### config.mk
export PLATFORM = sky130hd
export DESIGN_NAME = smem_bwd_ctrl_stage
export DESIGN_NICKNAME = d
export VERILOG_FILES = /design/src/rtl/smem_bwd_ctrl_stage.sv
export SDC_FILE = /design/constraint.sdc
export NUM_CORES = 2
export LEC_CHECK = 0
export ABC_CLOCK_PERIOD_IN_PS = 38400
export BUFFER_PORTS_ARGS = -buffer_cell sky130_fd_sc_hd__buf_2
export CORE_AREA = 8 8 392 394
export DETAILED_ROUTE_END_ITERATION = 12
export DIE_AREA = 0 0 400 402
export SYNTH_ARGS = -nofsm -noshare
export SYNTH_HDL_FRONTEND = slang
export SYNTH_SLANG_ARGS = --single-unit
### constraint.sdc
create_clock -name clk -period 38.4 [get_ports clk]
set_clock_uncertainty 0.15 [all_clocks]
set_input_delay 7.68 -clock clk [delete_from_list [all_inputs] [get_ports clk]]
set_output_delay 7.68 -clock clk [all_outputs]
set_load 0.05 [all_outputs]
### src/rtl/smem_bwd_ctrl_stage.sv
// rtl/smem_bwd_ctrl_stage.sv - SMEM backward-extension control stage with 2-entry elastic output buffer
module smem_bwd_ctrl_stage #(
  parameter int IDX_W      = 7,
  parameter int READ_NUM_W = 6,
  parameter int PEND_W     = 256,
  parameter int TOK_W      = 96,
  parameter int CNT_W      = 16
) (
  input  logic                  clk,
  input  logic                  rst,
  input  logic                  in_valid,
  output logic                  in_ready,
  input  logic [5:0]            in_status,
  input  logic [READ_NUM_W-1:0] in_read_num,
  input  logic [IDX_W-1:0]      in_rd_addr,
  input  logic [IDX_W-1:0]      in_wr_addr,
  input  logic [IDX_W-1:0]      in_mem_wr_addr,
  input  logic [IDX_W-1:0]      in_fwd_size,
  input  logic [IDX_W-1:0]      in_new_size,
  input  logic [IDX_W-1:0]      in_new_last_size,
  input  logic [IDX_W-1:0]      in_bwd_i,
  input  logic [IDX_W-1:0]      in_bwd_j,
  input  logic [7:0]            in_output_c,
  input  logic [IDX_W-1:0]      in_min_intv,
  input  logic                  in_iter_bound,
  input  logic [63:0]           in_primary,
  input  logic [PEND_W-1:0]     in_pend,
  input  logic [TOK_W-1:0]      in_tok,
  output logic [5:0]            out_status,
  output logic [READ_NUM_W-1:0] out_read_num,
  output logic [IDX_W-1:0]      out_rd_addr,
  output logic [IDX_W-1:0]      out_wr_addr,
  output logic [IDX_W-1:0]      out_mem_wr_addr,
  output logic [IDX_W-1:0]      out_fwd_size,
  output logic [IDX_W-1:0]      out_new_size,
  output logic [IDX_W-1:0]      out_new_last_size,
  output logic [IDX_W-1:0]      out_bwd_i,
  output logic [IDX_W-1:0]      out_bwd_j,
  output logic [7:0]            out_output_c,
  output logic [IDX_W-1:0]      out_min_intv,
  output logic                  out_iter_bound,
  output logic [63:0]           out_primary,
  output logic [PEND_W-1:0]     out_pend,
  output logic [TOK_W-1:0]      out_tok,
  output logic                  out_finish,
  output logic                  out_last_one,
  output logic                  out_valid,
  input  logic                  out_ready,
  output logic [CNT_W-1:0]      bck_step_cnt
);

  localparam logic [5:0] ST_BCK_INI = 6'b001000;
  localparam logic [5:0] ST_BCK_RUN = 6'b010000;

  typedef struct packed {
    logic [5:0]            status;
    logic [READ_NUM_W-1:0] read_num;
    logic [IDX_W-1:0]      rd_addr;
    logic [IDX_W-1:0]      wr_addr;
    logic [IDX_W-1:0]      mem_wr_addr;
    logic [IDX_W-1:0]      fwd_size;
    logic [IDX_W-1:0]      new_size;
    logic [IDX_W-1:0]      new_last_size;
    logic [IDX_W-1:0]      bwd_i;
    logic [IDX_W-1:0]      bwd_j;
    logic [7:0]            output_c;
    logic [IDX_W-1:0]      min_intv;
    logic                  iter_bound;
    logic [63:0]           primary;
    logic [PEND_W-1:0]     pend;
    logic [TOK_W-1:0]      tok;
    logic                  finish;
    logic                  last_one;
  } beat_t;

  beat_t       w_in;
  beat_t       w_proc;
  beat_t       w_head;
  beat_t       r_mem [2];
  logic        r_rd_ptr;
  logic        r_wr_ptr;
  logic [1:0]  r_count;
  logic [1:0]  w_count_next;
  logic        r_in_ready;
  logic [CNT_W-1:0] r_cnt;
  logic        w_push;
  logic        w_pop;
  logic        w_jb;
  logic        w_ib;
  logic        w_ibn;

  assign w_in = {in_status, in_read_num, in_rd_addr, in_wr_addr, in_mem_wr_addr,
                 in_fwd_size, in_new_size, in_new_last_size, in_bwd_i, in_bwd_j,
                 in_output_c, in_min_intv, in_iter_bound, in_primary, in_pend,
                 in_tok, 1'b0, 1'b0};

  // Zero-size guard keeps new_last_size-1 from wrapping into a false match.
  assign w_jb  = (in_new_last_size == '0) || (in_bwd_j == (in_new_last_size - IDX_W'(1)));
  assign w_ib  = w_jb && (in_bwd_i != '0);
  assign w_ibn = w_jb && (in_bwd_i == '0);

  always_comb begin
    w_proc = '0;
    case (in_status)
      ST_BCK_INI: begin
        w_proc          = w_in;
        w_proc.output_c = '0;
        w_proc.pend     = '0;
      end
      ST_BCK_RUN: begin
        w_proc               = w_in;
        w_proc.finish        = w_jb && (in_new_size == '0);
        w_proc.last_one      = w_jb && (in_new_size == IDX_W'(1));
        w_proc.iter_bound    = in_iter_bound | w_ibn;
        w_proc.bwd_i         = in_iter_bound ? '0 : (w_ib ? in_bwd_i - IDX_W'(1) : in_bwd_i);
        w_proc.bwd_j         = w_jb ? '0 : in_bwd_j + IDX_W'(1);
        w_proc.wr_addr       = w_jb ? in_fwd_size - IDX_W'(1) : in_wr_addr;
        w_proc.new_last_size = w_jb ? in_new_size : in_new_last_size;
        w_proc.new_size      = w_jb ? '0 : in_new_size;
      end
      default: w_proc = '0;
    endcase
  end

  assign w_push       = in_valid && r_in_ready;
  assign w_pop        = (r_count != 2'd0) && out_ready;
  assign w_count_next = r_count + {1'b0, w_push} - {1'b0, w_pop};

  always_ff @(posedge clk or posedge rst) begin
    if (rst) begin
      r_mem      <= '{default: '0};
      r_rd_ptr   <= 1'b0;
      r_wr_ptr   <= 1'b0;
      r_count    <= 2'd0;
      r_in_ready <= 1'b0;
      r_cnt      <= '0;
    end else begin
      if (w_push) begin
        r_mem[r_wr_ptr] <= w_proc;
        r_wr_ptr        <= ~r_wr_ptr;
      end
      if (w_pop) begin
        r_rd_ptr <= ~r_rd_ptr;
      end
      r_count    <= w_count_next;
      r_in_ready <= (w_count_next != 2'd2);
      if (w_push && (in_status == ST_BCK_RUN) && w_ib && (r_cnt != '1)) begin
        r_cnt <= r_cnt + CNT_W'(1);
      end
    end
  end

  assign w_head            = r_mem[r_rd_ptr];
  assign in_ready          = r_in_ready;
  assign out_valid         = (r_count != 2'd0);
  assign bck_step_cnt      = r_cnt;
  assign out_status        = w_head.status;
  assign out_read_num      = w_head.read_num;
  assign out_rd_addr       = w_head.rd_addr;
  assign out_wr_addr       = w_head.wr_addr;
  assign out_mem_wr_addr   = w_head.mem_wr_addr;
  assign out_fwd_size      = w_head.fwd_size;
  assign out_new_size      = w_head.new_size;
  assign out_new_last_size = w_head.new_last_size;
  assign out_bwd_i         = w_head.bwd_i;
  assign out_bwd_j         = w_head.bwd_j;
  assign out_output_c      = w_head.output_c;
  assign out_min_intv      = w_head.min_intv;
  assign out_iter_bound    = w_head.iter_bound;
  assign out_primary       = w_head.primary;
  assign out_pend          = w_head.pend;
  assign out_tok           = w_head.tok;
  assign out_finish        = w_head.finish;
  assign out_last_one      = w_head.last_one;

endmodule

==> run summary <==
DIE
----------------------------------------------------------------------------------
Ports                                                                         1024
Die height                                                                  402 µm
Number of cell rows                                                            141
Starting density of the core                                                 0.303
Core Region                                                             147000 µm²
Die Outline Area                                                        161000 µm²
Die X-Extent                                                                400 µm

STA
----------------------------------------------------------------------------------
Max Clock Freq                                                            74.5 MHz
Aggregate negative setup slack                                                0 ns
Final-report max-slew violation count                                            0
Transition at the pin with the smallest max-transition slack               1.19 ns
Fraction of the cycle the final worst path needs                             0.350
Worst slew margin relative to its limit                                      0.208
Final Hold Vio Count                                                             0
Finish-stage setup viols                                                         0
Minimum period implied by the final worst setup slack                     13.43 ns
Fin worst setup slack                                                     24.97 ns
Hold slack                                                                0.321 ns
Setup repair after global routing missed its margin                             no

CRITICAL PATH
----------------------------------------------------------------------------------
Startpoint-to-endpoint class of the critical path                     flip-flop to output pin
Slowest stage cell on the critical path                               sky130_fd_sc_hd__dfrtp_4
Longest individual stage delay on the worst path                           0.93 ns
Worst path cell trace                                                 buf_4 > buf_4 > buf_4 > buf_4 > mux2_2 > buf_2
R2r endpoint                                                            r_mem[185]
Startpoint type of the worst setup path                                  flip-flop
Worst R2R Start                                                           r_wr_ptr
Arrival @ worst endpoint                                                   5.60 ns
Required time of the critical path                                        30.57 ns
Register-to-Register Path Depth                                                  6
Capturing element type of the critical path                             output pin
Reg2Reg Setup Slack                                                       33.43 ns
Most frequent cell on the critical path                               sky130_fd_sc_hd__buf_4
Crit-path max FO                                                                67

CTS
----------------------------------------------------------------------------------
TritonCTS buffer count                                                         113
CTS clk-pin slew, worst paths                                              0.06 ns
Post-CTS repair timing setup buffer count                                        0
Number of levels in the clock H-tree                                             3
Count of cells resized by post-cts repair                                        0
CTS tree                                                                      done
Clock latency on the worst-skew pair                                       0.70 ns
Clk root buf                                                          sky130_fd_sc_hd__clkbuf_16
Total number of clock tree sinks                                              1025
Hold buffers post-CTS                                                            0
Clk buf depth                                                                    3

FINAL LAYOUT
----------------------------------------------------------------------------------
Final design utilization                                                     0.376
Layout cell share with drive strength beyond 1                               0.323
Filler-free cell count of the finished design                                 7428
Signed area change from the synthesized netlist to the final layout          24.0%
# nets final                                                                  5891
Number of fill cells                                                         14800

GLOBAL ROUTE
----------------------------------------------------------------------------------
First-pass GRT wire length                                               226000 µm
Maximum number of pins on one net before global-route repair                   251
Total routing resource utilization after global routing                      0.179
Initial antenna violation count                                                 47
Total congestion overflow                                                        0
Vias in the first global route                                               35900

SYNTH
----------------------------------------------------------------------------------
Unique cell type count in the Yosys netlist                                     49
Post-Synthesis Mean Instance Area                                         9.82 µm²
Cell with the most instances after synthesis                          sky130_fd_sc_hd__nand2_1
Gate Count Post-Synth                                                         4538
Top cell type by total area after synthesis                           sky130_fd_sc_hd__dfrtp_1
Sequential element share of the synthesized area                             0.575
Flip-flop and latch count after synthesis                                     1025
Top-area cell type share of the netlist area                                 0.575
Combined area of all synthesized cells                                   44600 µm²
Commonest cells in the netlist                                        sky130_fd_sc_hd__nand2_1, sky130_fd_sc_hd__dfrtp_1, sky130_fd_sc_hd__o21ai_0
Most common flop cell mapped by yosys                                 sky130_fd_sc_hd__dfrtp_1
Ranking of synthesized cells by area                                  sky130_fd_sc_hd__dfrtp_1, sky130_fd_sc_hd__mux2_2, sky130_fd_sc_hd__nand2_1
Total of warnings raised by yosys                                                0
Syn nets                                                                      5051
Count of flip-flops with a built-in enable after synthesis                       0
Synth async-reset ratio                                                       1.00

PWR
----------------------------------------------------------------------------------
Worst voltage drop across the vdd grid                                   0.0612 mV
Power per cell area                                                    53.0 nW/µm²
Pleak                                                                      26.7 nW

DRT
----------------------------------------------------------------------------------
Count of TritonRoute iterations in the first routing pass                        7
Wire length per cell after detailed routing                                20.2 µm
Number of vias per cell                                                       4.78
DRC                                                                              0
Aggregate routed wire length                                             150000 µm
Routed Antenna Nets                                                              0
Number of vias after detailed routing                                        35500
Violation count after the first detailed-routing iteration                    2553

WORST HOLD PATH
----------------------------------------------------------------------------------
Hold worst-path end                                                     r_mem[265]
Worst min path class                                                  flip-flop to flip-flop
Number of cells on the worst hold path                                           2
Origin of the worst min-delay path                                      r_mem[265]

PLACE
----------------------------------------------------------------------------------
Global placer's final weighted congestion                                    0.898
Dpl cells                                                                     7193
Number of port buffers                                                        1023
HPWL reported at the end of detailed placement                           108000 µm
Placement-stage worst setup slack                                         25.75 ns

RUN STATUS
----------------------------------------------------------------------------------
Outcome                                                               finished, final reports clean

RUN
----------------------------------------------------------------------------------
Max-cap violations                                                               0

layout by cell type, fill, tap and decap left out, drive strengths merged, types with 5 or more instances in the layout:
cell type / n
a21oi: 17
a22oi: 14
and2: 12
buf: 1061
bufinv: 7
clkbuf: 169
clkinv: 20
clkinvlp: 6
dfrtp: 1025
diode: 24
ha: 9
inv: 18
mux2: 506
nand2: 1473
nand3: 13
nand4: 8
nor2: 15
nor3: 11
nor4: 5
o21ai: 986
o31ai: 6
xnor2: 29
xor2: 10
flip-flops by register name, summed over array words and instances (netlist names):
signal	flops
r_mem	1004
bck_step_cnt	16
r_count	2
in_ready	1
r_rd_ptr	1
r_wr_ptr	1
per-stage QoR:
step                instance area (µm²)  power (mW)
finish                            55300        2.93
global placement                  51300        1.83
detailed placement                51300        1.84
global route                      55200        3.06
CTS                               55200        2.97
floorplan                         44600        1.66
worst max-delay path: cells and delay by family (launching register included):
| kind | cells | cell delay, ns |
|---|---|---|
| buffers and inverters | 5 | 3.28 |
| DFF | 1 | 0.93 |
| muxes | 1 | 0.43 |
routing by layer:
layer / up-vias / share of wire / global-route usage
li1: 16900 / - / -
met1: 17200 / 0.43 / 0.237
met2: 1118 / 0.46 / 0.283
met3: 249 / 0.076 / 0.0520
met4: 26 / 0.031 / 0.0565
met5: - / 0.0011 / 0
cells by family (layout without fill, tap and decap cells):
kind of cell             count (synthesis)  after routing  synth area share
AO/OA/AOI/OAI                         1050           1050             0.121
XOR/XNOR                                39             39           0.00766
adder cells (fa/ha/maj)                  9              9           0.00253
buffers and inverters                  345           1281            0.0291
flip-flops                            1025           1025             0.575
multiplexers                           506            506             0.128
other                                    0             24                 0
AND/OR/NAND/NOR                       1564           1564             0.136
cell type report:
cell class,count,area (µm²),area share
antenna,24,60.1,0.00109
clock buffer,169,3380,0.0612
clock inverter,42,500,0.00906
inverter,9,41.3,0.000747
multi-input combinational,3168,17700,0.320
sequential,1025,25700,0.464
tap,1930,2410,0.0437
timing repair buffer,1061,5540,0.100
power breakdown:
part	switching [mW]	internal [mW]	total (mW)
Clock	0.457	0.658	1.12
Sequential	0.0373	1.13	1.16
Combinational	0.477	0.173	0.650
worst max path at each step:
stage                         from               to  slack [ns]  depth (start not counted)
after floorplan                rst  bck_step_cnt[0]        1.73                          1
after global placement    r_rd_ptr     out_pend[52]       25.80                          6
after detailed placement  r_rd_ptr     out_pend[52]       25.75                          6
after CTS                 r_rd_ptr     out_pend[52]       24.93                          6
after global routing      r_rd_ptr     out_pend[52]       24.67                          6
final                     r_rd_ptr     out_pend[52]       24.97                          6
(Power assumes the default switching activity.)
